File: src/rtl/seq_gen_pkg.sv
`default_nettype none
// ============================================================================
//  Module   : seq_gen_pkg
//  Purpose  : Shared types and widths for the serial sequence generator.
//             Holds the FSM state encoding and the field widths of the
//             pattern, repetition-count and gap-count inputs.
//  Revision : 1.0  initial release
// ============================================================================
package seq_gen_pkg;

  localparam int PAT_W = 4;  // pattern word width, sent MSB first
  localparam int REP_W = 4;  // repetition count width (1..15)
  localparam int GAP_W = 2;  // idle cycles between repetitions (0..3)
  localparam int IDX_W = $clog2(PAT_W);

  typedef enum logic [1:0] {
    IDLE  = 2'd0,
    SHIFT = 2'd1,
    GAP   = 2'd2
  } state_t;

endpackage : seq_gen_pkg
`default_nettype wire

File: src/rtl/seq_gen_shreg.sv
`default_nettype none
// ============================================================================
//  Module   : seq_gen_shreg
//  Purpose  : PAT_W-bit load/shift register presenting its MSB. Load takes
//             priority over shift; clr empties the register.
//  Ports    : clk     - clock
//             clr     - synchronous active-high clear
//             i_load  - parallel load of i_d
//             i_shift - shift left by one, i_si entering at the LSB
//             i_si    - serial input
//             i_d     - parallel load data
//             o_msb   - registered MSB of the register
//  Revision : 1.0  initial release
// ============================================================================
module seq_gen_shreg
  import seq_gen_pkg::*;
(
  input  logic             clk,
  input  logic             clr,
  input  logic             i_load,
  input  logic             i_shift,
  input  logic             i_si,
  input  logic [PAT_W-1:0] i_d,
  output logic             o_msb
);

  logic [PAT_W-1:0] r_sr;

  always_ff @(posedge clk) begin
    if (clr) begin
      r_sr <= '0;
    end else if (i_load) begin
      r_sr <= i_d;
    end else if (i_shift) begin
      r_sr <= {r_sr[PAT_W-2:0], i_si};
    end
  end

  assign o_msb = r_sr[PAT_W-1];

endmodule : seq_gen_shreg
`default_nettype wire

File: src/rtl/seq_gen.sv
`default_nettype none
// ============================================================================
//  Module   : seq_gen
//  Purpose  : Serial pattern generator. On start, transmits a 4-bit pattern
//             MSB first, repeated reps times with gap idle cycles between
//             repetitions. A is taken straight from a flop so it can drive a
//             downstream sequence detector directly.
//  Ports    : clk      - clock, rising edge
//             clr      - synchronous active-high reset
//             start    - begin a stream (ignored while busy or if reps == 0)
//             pattern  - word to send, MSB first
//             reps     - repetition count 1..15
//             gap      - idle cycles between repetitions 0..3
//             idle_bit - level on A when no pattern bit is being sent
//             A        - registered serial data
//             busy     - high in SHIFT or GAP
//             last     - high while the final bit of a repetition is on A
//             done     - one-cycle pulse after the final bit of the stream
//  Revision : 1.0  initial release
// ============================================================================
module seq_gen
  import seq_gen_pkg::*;
(
  input  logic             clk,
  input  logic             clr,
  input  logic             start,
  input  logic [PAT_W-1:0] pattern,
  input  logic [REP_W-1:0] reps,
  input  logic [GAP_W-1:0] gap,
  input  logic             idle_bit,
  output logic             A,
  output logic             busy,
  output logic             last,
  output logic             done
);

  localparam logic [IDX_W-1:0] c_TOP_IDX = IDX_W'(PAT_W - 1);

  state_t           r_state,    w_state_nxt;
  logic [IDX_W-1:0] r_bit_idx,  w_bit_idx_nxt;
  logic [REP_W-1:0] r_rep_cnt,  w_rep_cnt_nxt;
  logic [GAP_W-1:0] r_gap_cnt,  w_gap_cnt_nxt;
  logic [GAP_W-1:0] r_gap_lat,  w_gap_lat_nxt;
  logic [PAT_W-1:0] r_pat,      w_pat_nxt;
  logic             r_done,     w_done_nxt;

  logic             w_load;
  logic             w_shift;
  logic [PAT_W-1:0] w_ld_data;
  logic             w_msb;

  always_ff @(posedge clk) begin
    if (clr) begin
      r_state   <= IDLE;
      r_bit_idx <= '0;
      r_rep_cnt <= '0;
      r_gap_cnt <= '0;
      r_gap_lat <= '0;
      r_pat     <= '0;
      r_done    <= 1'b0;
    end else begin
      r_state   <= w_state_nxt;
      r_bit_idx <= w_bit_idx_nxt;
      r_rep_cnt <= w_rep_cnt_nxt;
      r_gap_cnt <= w_gap_cnt_nxt;
      r_gap_lat <= w_gap_lat_nxt;
      r_pat     <= w_pat_nxt;
      r_done    <= w_done_nxt;
    end
  end

  // The shift register is the sole source of A. Whenever no pattern bit is
  // due next cycle it is reloaded with idle_bit in every position, which
  // gives A the one-cycle-latency tracking of the live idle_bit.
  always_comb begin
    w_state_nxt   = r_state;
    w_bit_idx_nxt = r_bit_idx;
    w_rep_cnt_nxt = r_rep_cnt;
    w_gap_cnt_nxt = r_gap_cnt;
    w_gap_lat_nxt = r_gap_lat;
    w_pat_nxt     = r_pat;
    w_done_nxt    = 1'b0;
    w_load        = 1'b1;
    w_shift       = 1'b0;
    w_ld_data     = {PAT_W{idle_bit}};

    unique case (r_state)
      IDLE: begin
        if (start && (reps != '0)) begin
          w_pat_nxt     = pattern;
          w_rep_cnt_nxt = reps;
          w_gap_lat_nxt = gap;
          w_bit_idx_nxt = c_TOP_IDX;
          w_ld_data     = pattern;
          w_state_nxt   = SHIFT;
        end
      end

      SHIFT: begin
        if (r_bit_idx != '0) begin
          w_load        = 1'b0;
          w_shift       = 1'b1;
          w_bit_idx_nxt = r_bit_idx - IDX_W'(1);
        end else if (r_rep_cnt > REP_W'(1)) begin
          w_rep_cnt_nxt = r_rep_cnt - REP_W'(1);
          if (r_gap_lat == '0) begin
            w_bit_idx_nxt = c_TOP_IDX;
            w_ld_data     = r_pat;
          end else begin
            w_gap_cnt_nxt = r_gap_lat;
            w_state_nxt   = GAP;
          end
        end else begin
          w_rep_cnt_nxt = '0;
          w_done_nxt    = 1'b1;
          w_state_nxt   = IDLE;
        end
      end

      GAP: begin
        // r_gap_cnt counts gap..1; the pattern reload happens on the edge
        // that ends the last idle cycle.
        if (r_gap_cnt == GAP_W'(1)) begin
          w_gap_cnt_nxt = '0;
          w_bit_idx_nxt = c_TOP_IDX;
          w_ld_data     = r_pat;
          w_state_nxt   = SHIFT;
        end else begin
          w_gap_cnt_nxt = r_gap_cnt - GAP_W'(1);
        end
      end

      default: begin
        w_state_nxt = IDLE;
      end
    endcase
  end

  seq_gen_shreg u_shreg (
    .clk     (clk),
    .clr     (clr),
    .i_load  (w_load),
    .i_shift (w_shift),
    .i_si    (idle_bit),
    .i_d     (w_ld_data),
    .o_msb   (w_msb)
  );

  assign A    = w_msb;
  assign busy = (r_state != IDLE);
  assign last = (r_state == SHIFT) && (r_bit_idx == '0);
  assign done = r_done;

endmodule : seq_gen
`default_nettype wire
File: config.mk
export PLATFORM = sky130hd
export DESIGN_NAME = seq_gen
export DESIGN_NICKNAME = d
export VERILOG_FILES = /design/src/rtl/seq_gen_pkg.sv /design/src/rtl/seq_gen_shreg.sv /design/src/rtl/seq_gen.sv
export SDC_FILE = /design/constraint.sdc
export NUM_CORES = 1
export LEC_CHECK = 0
export BUFFER_PORTS_ARGS = -buffer_cell sky130_fd_sc_hd__buf_2
export CELL_PAD_IN_SITES_DETAIL_PLACEMENT = 0
export CELL_PAD_IN_SITES_GLOBAL_PLACEMENT = 1
export CORE_MARGIN = 3
export CORE_UTILIZATION = 44
export CTS_CLUSTER_DIAMETER = 200
export DETAILED_ROUTE_END_ITERATION = 6
export PLACE_DENSITY = 0.85
export SYNTH_ARGS = -nofsm -noshare
export SYNTH_HDL_FRONTEND = slang
export SYNTH_SLANG_ARGS = --single-unit
File: constraint.sdc
create_clock -name clk -period 5.05 [get_ports clk]
set_input_delay 0.7575 -clock clk [delete_from_list [all_inputs] [get_ports clk]]
set_output_delay 0.7575 -clock clk [all_outputs]
set_load 0.005 [all_outputs]
==> out/results.tsv <==
metric	value	unit
reg2reg_setup_slack	3060	ps
synth_area_leaders	dfxtp_1, nand2_1, a211oi_1	
cts_resized	0	
hold_viol	0	
status	completed	
die_h	58.7	um
dp_hpwl	2030	um
grt_max_degree	23	
ys_seq_area_share	34.4	%
start_kind	flip-flop	
internal_power	331	uW
synth_top_flop_cell	dfxtp_1	
num_rows	18	
vdd.ir_drop.worst	0.000220	V
synth_seq_cells	21	
p_sw_share	40.0	%
drt_iter0_drc	27	
cts_hold_buf	0	
viasPerCell	5.68	
post_cts_buffers	0	
grt_overflow	0	
wl_per_cell	14.4	um
fmax	0.465	GHz
fin_skew	5.63	ps
numClockSinks	21	
period_needed	2150	ps
fin_setup_tns	0	ps
fin_area	1330	um2
synth_top_area_share	34.4	%
dp_slack	2970	ps
synthCells	145	
hp-class	reg -> reg	
final_cell_count_no_fill	190	
area_growth	9.11	%
grt_pass1_vias	1009	
worstSetupEndpoint	last	
drv_slew	0	
synth_edf_count	0	
power_frac_clock	15.4	%
num_vias	1080	
p_per_area	414	nW/um2
async_reset_ff_share	0	%
clkTransAtPathRegs	120	ps
r2r-end	u_shreg.r_sr[0]	
rsz0062_at_grt	no	
nNetsFinal	179	
switchingPower	221	uW
crit_type	reg -> out	
seq_power_share	41.7	%
placed_cells	186	
drtAntennaViolNets	0	
setup.worst_path.start	r_bit_idx[0]	
layout_setup_ws	2900	ps
core	2570	um2
ys_types	46	
io_pins	18	
routed_wl	2730	um
drt_first_pass_iters	4	
finalCritPeriodShare	42.6	%
num_antenna_cells	0	
cp_data_required_time	4290	ps
layout-drive-gt1-share	21.3	%
clk_latency	310	ps
reg2reg_depth	6	
cap_violations	0	
portBuffers	17	
clock_path_buffers	2	
r2r-start	r_rep_cnt[0]	
syn_nets	163	
yosysWarningCount	0	
post_dp_cell_area	1310	um2
gp_congestion	0.861	
cp.arrival	1390	ps
power	552	uW
end_kind	primary output	
antenna_found_initial	0	
cts-htree-levels	1	
syn_avg_cell_area	8.43	um2
path_max_fanout	6	
drcViolationCount	0	
p_comb_share	42.9	%
cts_tree	yes	
setup_viol	0	
holdWs	470	ps
initial_core_util	47.6	%
max_slew_margin	66.9	%
cts_root_buf	clkbuf_4	
die_area	3450	um2
grt_pass1_wl	4730	um
fin_util	51.9	%
grt_usage	17.8	%
leakage	0.543	nW
tightest_slew	491	ps
synth_top_area_cell	dfxtp_1	
die_w	58.7	um
syn_area	1220	um2
numCtsBuffers	3	
fillers	262	
## power by group through the flow
stage               Combinational (mW)  Sequential (mW)  Clock, mW
global route                     0.268            0.236     0.0948
finish                           0.237            0.230     0.0852
CTS                              0.237            0.230     0.0864
detailed placement               0.235            0.234          0
floorplan                        0.201            0.221          0
global placement                 0.232            0.233          0
## sequential cells by signal, indices dropped and copies added, names as in the netlist
signal,cells
done,1
u_shreg.r_sr,4
r_bit_idx,2
r_pat,4
r_state,2
r_rep_cnt,4
r_gap_lat,2
r_gap_cnt,2
## cell type report
| class | instances | area, um2 | area share (%) |
|---|---|---|---|
| repair buffers | 17 | 85.1 | 6.38 |
| clock buffers | 3 | 22.5 | 1.69 |
| inverters | 8 | 30.0 | 2.25 |
| well taps | 30 | 37.5 | 2.81 |
| multi-input cells | 110 | 733 | 55.0 |
| clock inverters | 1 | 5.00 | 0.375 |
| flip-flops and latches | 21 | 420 | 31.5 |
## how the worst min path moves through the flow
stage | startpoint | to | slack (ps) | depth (start not counted)
floorplan | r_pat[1] | r_pat[1] | 430 | 2
global placement | r_pat[2] | r_pat[2] | 450 | 2
detailed placement | r_pat[2] | r_pat[2] | 450 | 2
CTS | r_pat[2] | r_pat[2] | 470 | 2
global route | r_pat[2] | r_pat[2] | 490 | 2
finish | r_pat[2] | r_pat[2] | 470 | 2
## critical path, cell delays in order (launching register included)
cell	delay, ps
dfxtp_1	350
inv_1	50
ha_1	320
nand3b_4	160
inv_1	100
buf_2	110
## cells in the mapped netlist, types with 2 or more instances
master and count:
a211oi_1 7, a211oi_2 2, a21o_1 2, a21oi_1 9, a2bb2oi_1 4, a311oi_1 5
clkbuf_1 2, dfxtp_1 21, ha_1 4, inv_1 7, mux2_2 2, nand2_1 18
nand2b_1 2, nand3_1 2, nand3b_1 3, nor2_1 10, nor2_2 2, nor2b_1 2
nor3_1 4, o21ai_0 9, or2_1 3
## layout by cell type (no fill, tap or decap), types with 5 or more instances in the layout
cell type / count
inv_1: 7
nor2_1: 10
buf_2: 17
a311oi_1: 5
a211oi_1: 7
a21oi_1: 9
o21ai_0: 9
dfxtp_1: 21
nand2_1: 18
## cell families after synthesis
family | Yosys count | share of synthesized area [%]
AO/OA/AOI/OAI | 48 | 29.4
XOR/XNOR | 1 | 0.717
adder cells (fa/ha/maj) | 4 | 4.09
buffers and inverters | 14 | 5.63
flip-flops | 21 | 34.4
multiplexers | 2 | 1.84
AND/OR/NAND/NOR | 55 | 24.0
## per-layer routing
| layer | track usage, % | vias to the layer above | part of all wire (%) |
|---|---|---|---|
| li1 | - | 562 | - |
| met3 | 3.51 | 4 | 3.0 |
| met5 | 0 | - | 0 |
| met2 | 24.9 | 25 | 43 |
| met1 | 27.1 | 489 | 53 |
| met4 | 6.15 | 0 | 0.84 |
Note: power is estimated with default switching activity, not from simulation.
